[src/rtl/lcd_cmd_seq.sv]
// rtl/lcd_cmd_seq.sv - LCD image command sequencer: host FIFO, busy handshake, timeout and frame-end tracking.
module lcd_cmd_seq #(
   parameter int FIFO_DEPTH = 8,
   parameter int TIMEOUT    = 255
) (
   input  logic                          clk,
   input  logic                          reset,
   input  logic [3:0]                    host_cmd,
   input  logic                          host_push,
   output logic                          host_full,
   output logic [$clog2(FIFO_DEPTH):0]   fifo_level,
   output logic                          overflow,
   input  logic                          busy,
   input  logic                          done,
   output logic [3:0]                    cmd,
   output logic                          cmd_valid,
   output logic                          seq_done,
   output logic [7:0]                    issued_cnt,
   output logic [7:0]                    drop_cnt,
   output logic                          timeout_err
);

   localparam int AW = $clog2(FIFO_DEPTH);
   localparam int LW = AW + 1;
   localparam logic [LW-1:0] FULL_LVL = LW'(FIFO_DEPTH);
   localparam logic [7:0]    TO_LAST  = 8'(TIMEOUT - 1);

   typedef enum logic [2:0] {
      IDLE,
      WAIT_ACK,
      WAIT_RDY,
      DRAIN,
      FINISH
   } state_t;

   state_t          state, state_n;
   logic [3:0]      mem [FIFO_DEPTH];
   logic [AW-1:0]   wr_ptr, rd_ptr;
   logic [LW-1:0]   level;
   logic [7:0]      to_cnt;

   logic            fifo_empty;
   logic            push_ok;
   logic            pop;
   logic            issue;
   logic            drop;
   logic            to_clr;
   logic            to_inc;
   logic            to_hit;
   logic            seq_set;
   logic [3:0]      head;
   logic            head_illegal;

   assign fifo_empty   = (level == '0);
   assign host_full    = (level == FULL_LVL);
   assign fifo_level   = level;
   assign head         = mem[rd_ptr];
   assign head_illegal = (head >= 4'hD);

   // A full FIFO still takes a push when the same cycle pops an entry.
   assign push_ok = host_push && (!host_full || pop);

   always_ff @(posedge clk) begin
      if (push_ok) begin
         mem[wr_ptr] <= host_cmd;
      end
   end

   always_ff @(posedge clk or posedge reset) begin
      if (reset) begin
         wr_ptr   <= '0;
         rd_ptr   <= '0;
         level    <= '0;
         overflow <= 1'b0;
      end else begin
         if (push_ok) begin
            wr_ptr <= wr_ptr + 1'b1;
         end
         if (pop) begin
            rd_ptr <= rd_ptr + 1'b1;
         end
         case ({push_ok, pop})
            2'b10:   level <= level + 1'b1;
            2'b01:   level <= level - 1'b1;
            default: level <= level;
         endcase
         if (host_push && !push_ok) begin
            overflow <= 1'b1;
         end
      end
   end

   always_ff @(posedge clk or posedge reset) begin
      if (reset) begin
         state <= IDLE;
      end else begin
         state <= state_n;
      end
   end

   always_comb begin
      state_n = state;
      pop     = 1'b0;
      issue   = 1'b0;
      drop    = 1'b0;
      to_clr  = 1'b0;
      to_inc  = 1'b0;
      to_hit  = 1'b0;
      seq_set = 1'b0;
      case (state)
         IDLE: begin
            if (!fifo_empty && !busy) begin
               pop = 1'b1;
               if (head_illegal) begin
                  drop = 1'b1;
               end else begin
                  issue = 1'b1;
                  if (head == 4'h0) begin
                     state_n = DRAIN;
                  end else begin
                     state_n = WAIT_ACK;
                     to_clr  = 1'b1;
                  end
               end
            end
         end
         WAIT_ACK: begin
            if (busy) begin
               state_n = WAIT_RDY;
            end else if (to_cnt == TO_LAST) begin
               to_hit  = 1'b1;
               state_n = IDLE;
            end else begin
               to_inc = 1'b1;
            end
         end
         WAIT_RDY: begin
            if (!busy) begin
               state_n = IDLE;
            end
         end
         DRAIN: begin
            if (done) begin
               seq_set = 1'b1;
               state_n = FINISH;
            end
         end
         FINISH: begin
            state_n = FINISH;
         end
         default: begin
            state_n = IDLE;
         end
      endcase
   end

   always_ff @(posedge clk or posedge reset) begin
      if (reset) begin
         to_cnt <= '0;
      end else if (to_clr) begin
         to_cnt <= '0;
      end else if (to_inc || to_hit) begin
         to_cnt <= to_cnt + 1'b1;
      end
   end

   // cmd is held between issues because the controller samples it while busy.
   always_ff @(posedge clk or posedge reset) begin
      if (reset) begin
         cmd         <= 4'h0;
         cmd_valid   <= 1'b0;
         issued_cnt  <= 8'd0;
         drop_cnt    <= 8'd0;
         seq_done    <= 1'b0;
         timeout_err <= 1'b0;
      end else begin
         cmd_valid <= issue;
         if (issue) begin
            cmd <= head;
            if (issued_cnt != 8'hFF) begin
               issued_cnt <= issued_cnt + 1'b1;
            end
         end
         if (drop && (drop_cnt != 8'hFF)) begin
            drop_cnt <= drop_cnt + 1'b1;
         end
         if (seq_set) begin
            seq_done <= 1'b1;
         end
         if (to_hit) begin
            timeout_err <= 1'b1;
         end
      end
   end

endmodule

[config.mk]
export PLATFORM = sky130hd
export DESIGN_NAME = lcd_cmd_seq
export DESIGN_NICKNAME = d
export VERILOG_FILES = /design/src/rtl/lcd_cmd_seq.sv
export SDC_FILE = /design/constraint.sdc
export NUM_CORES = 1
export LEC_CHECK = 0
export ABC_AREA = 0
export BUFFER_PORTS_ARGS = -buffer_cell sky130_fd_sc_hd__clkbuf_2
export CORE_MARGIN = 3
export CORE_UTILIZATION = 30
export DETAILED_ROUTE_END_ITERATION = 8
export SLEW_MARGIN = 20
export SYNTH_ARGS = -nofsm -noshare
export SYNTH_HDL_FRONTEND = slang
export SYNTH_SLANG_ARGS = --single-unit
export TNS_END_PERCENT = 10
[constraint.sdc]
create_clock -name clk -period 2.95 [get_ports clk]
set_clock_uncertainty 0.2 [all_clocks]
set_input_delay 0.1475 -clock clk [delete_from_list [all_inputs] [get_ports clk]]
set_output_delay 0.1475 -clock clk [all_outputs]
set_load 0.02 [all_outputs]
==> results_dict.tcl <==
set metrics [dict create \
    tns_ns 0 \
    worstPathMaxFanout 10 \
    core.rowCount 38 \
    required_ns 2.97 \
    arrival_ns 2.76 \
    clock-sinks 77 \
    setup_viol_count_final 0 \
    start_kind "flip-flop" \
    holdWs_ns 0.02973 \
    max_freq_mhz 365.3 \
    synth.area.top_cells "dfrtp_1 32%, edfxtp_1 28%, mux4_2 5.2%" \
    nFillCells 1063 \
    irDropWorstVdd_uv 380.0 \
    critPathCaptureType "flip-flop" \
    htreeDepth 3 \
    vias 2182 \
    finalNetCount 334 \
    path_clk_slew_ns 0.06 \
    synth_seq_cells 77 \
    relSlewSlack 0.3620 \
    fin_crit_sh 0.9279 \
    io_buffers 37 \
    start_util 0.3133 \
    io_pins 38 \
    synth_top_area_frac 0.3244 \
    synth_cells 254 \
    syn_area_mm2 0.003471 \
    cts_buffers 9 \
    layoutNonFillerInstCount 461 \
    grtUsageTotal 0.1102 \
    dpl.hpwl_um 4768 \
    period_needed_ns 2.737 \
    drt_first_iter_violations 119 \
    synth-edff-count 32 \
    wl_per_cell_um 14.56 \
    holdPathStages 4 \
    cts_tree "done" \
    hold_viol 0 \
    grt_max_degree 46 \
    timing.rr.start "rd_ptr[0]" \
    die_x_um 113.6 \
    ys_types 49 \
    synth_flop_cell "dfrtp_1" \
    first_pass_iters 4 \
    drc 0 \
    p_leak_uw 0.001750 \
    r2r_end "issued_cnt[7]" \
    rr_worst_depth 5 \
    syn_nets 272 \
    tightest_slew_ns 0.9556 \
    yosysWarnings 0 \
    postRouteAntennaNets 0 \
    vias_per_cell 4.733 \
    die_h_um 113.6 \
    ff2ff_setup_slack_ns 0.21 \
    dp.cells 438 \
    die-area_mm2 0.01290 \
    diodes 0 \
    grt.overflow.total 0 \
    worstHoldPathType "in2reg" \
    yosysTopAreaCell "dfrtp_1" \
    routabilityCongestion 0.7705 \
    antenna_found_initial 0 \
    async_reset_ff_frac 0.5844 \
    ys_seq_area_frac 0.6013 \
    area_delta_synth_final_pct 22.89 \
    drive_above_1_share 0.2866 \
    clkLatencyLatePin_ns 0.34 \
    drv_slew 0 \
    max_cap_violations 0 \
    wl_um 6710 \
    avgSynthCellArea_um2 13.66 \
    grt_pass1_wl_um 11010 \
    core_mm2 0.01108 \
    p_per_area_mw_per_mm2 1007 \
    status "finished, final reports clean" \
    layout_common_cells "45 x dfrtp_1, 37 x clkbuf_2, 32 x edfxtp_1" \
    cts-root-buf "clkbuf_16" \
    grt_pass1_vias 2206 \
    clock_path_buffers 2 \
    worstHoldStart "busy" \
    crit_type "reg2reg" \
    hold_end "state[1]" \
    final_common_cell "dfrtp_1" \
]
## logic make-up after synthesis
family,count (synthesis),share of synthesized area
adders and majority gates,9,0.03244
buffers and inverters,15,0.02055
muxes,17,0.08796
xor gates and xnor gates,28,0.07065
and+or+nand+nor,84,0.1337
AOI/OAI and AO/OA,24,0.05335
DFF,77,0.6013
## flip-flops by register name, indices dropped and copies added (netlist names), 4 cells and up
name	flops
mem	32
drop_cnt	8
issued_cnt	8
to_cnt	8
cmd	4
fifo_level	4
## stage by stage
stage	setup WS (ns)	area (um^2)	util	total power (uW)
detailed placement	0.1286	3899	0.3519	3263
global placement	0.1757	3899	0.3519	3222
finish	0.2128	4265	0.3850	4294
floorplan	0.07147	3471	-	2801
CTS	0.1192	4252	0.3838	4314
global route	-0.01928	4265	0.3850	4564
## critical path, stage by stage, from the launching register on
cell and delay [ns]:
dfrtp_1 0.67, mux4_2 0.57, mux2i_1 0.37, a211oi_4 0.14, nor4_1 0.32, mux2_1 0.34
## how the worst max path moves through the flow
stage	end	start	cells past startpoint	slack, ns
floorplan	fifo_level[2]	fifo_level[1]	12	0.07
global placement	drop_cnt[1]	rd_ptr[0]	6	0.18
detailed placement	drop_cnt[1]	rd_ptr[0]	6	0.13
CTS	drop_cnt[1]	rd_ptr[0]	6	0.12
global route	to_cnt[4]	rd_ptr[0]	5	-0.02
finish	issued_cnt[7]	rd_ptr[0]	5	0.21
## cell usage after synthesis (2+ instances only)
cell type,number
buf_2,3
ha_1,9
nor2_1,15
mux2_1,4
nand4_1,6
o31ai_1,2
inv_2,2
xor2_1,12
o21ai_0,2
o21ai_1,3
and3_1,5
nor3_1,6
nor2b_1,4
edfxtp_1,32
nor4_1,3
mux2i_4,2
mux4_2,8
nor3b_1,3
o21a_1,3
nor4b_2,2
clkbuf_1,3
nand2_1,22
inv_1,5
a211oi_1,3
nand3_1,9
a31o_2,2
and4_1,2
nand2b_1,2
xnor2_1,16
dfrtp_1,45
## repair_timing
| item | 4_1_cts | 5_1_grt |
|---|---|---|
| endpoints found under the hold margin | 80 | 0 |
| endpoints found under the setup margin | 0 | 2 |
| setup buffers | 0 | 0 |
| gates resized for setup | 0 | 2 |
| hold buffers | 7 | 0 |
## where the power goes
| part | internal (uW) | leakage, uW | switching, uW |
|---|---|---|---|
| clock | 577 | 0.000129 | 452 |
| combinational | 711 | 0.000760 | 834 |
| sequential | 1390 | 0.000862 | 327 |
## layout make-up
class / instances / area, um^2 / area share
clock buffer: 9 / 225.2 / 0.05280
clock inverter: 7 / 57.56 / 0.01349
inverter: 7 / 26.28 / 0.006160
multi-input combinational: 162 / 1326 / 0.3109
sequential: 77 / 2087 / 0.4893
tap: 140 / 175.2 / 0.04107
timing repair buffer: 59 / 367.9 / 0.08624
## metal layers
layer | up-vias | routed length (um) | track usage
met4 | 0 | 129 | 0.04808
met2 | 27 | 3355 | 0.1786
met5 | - | 0 | 0
met1 | 1090 | 2976 | 0.1361
li1 | 1053 | - | -
met3 | 12 | 249 | 0.03342
No activity file was read; power rests on OpenSTA's default activity.
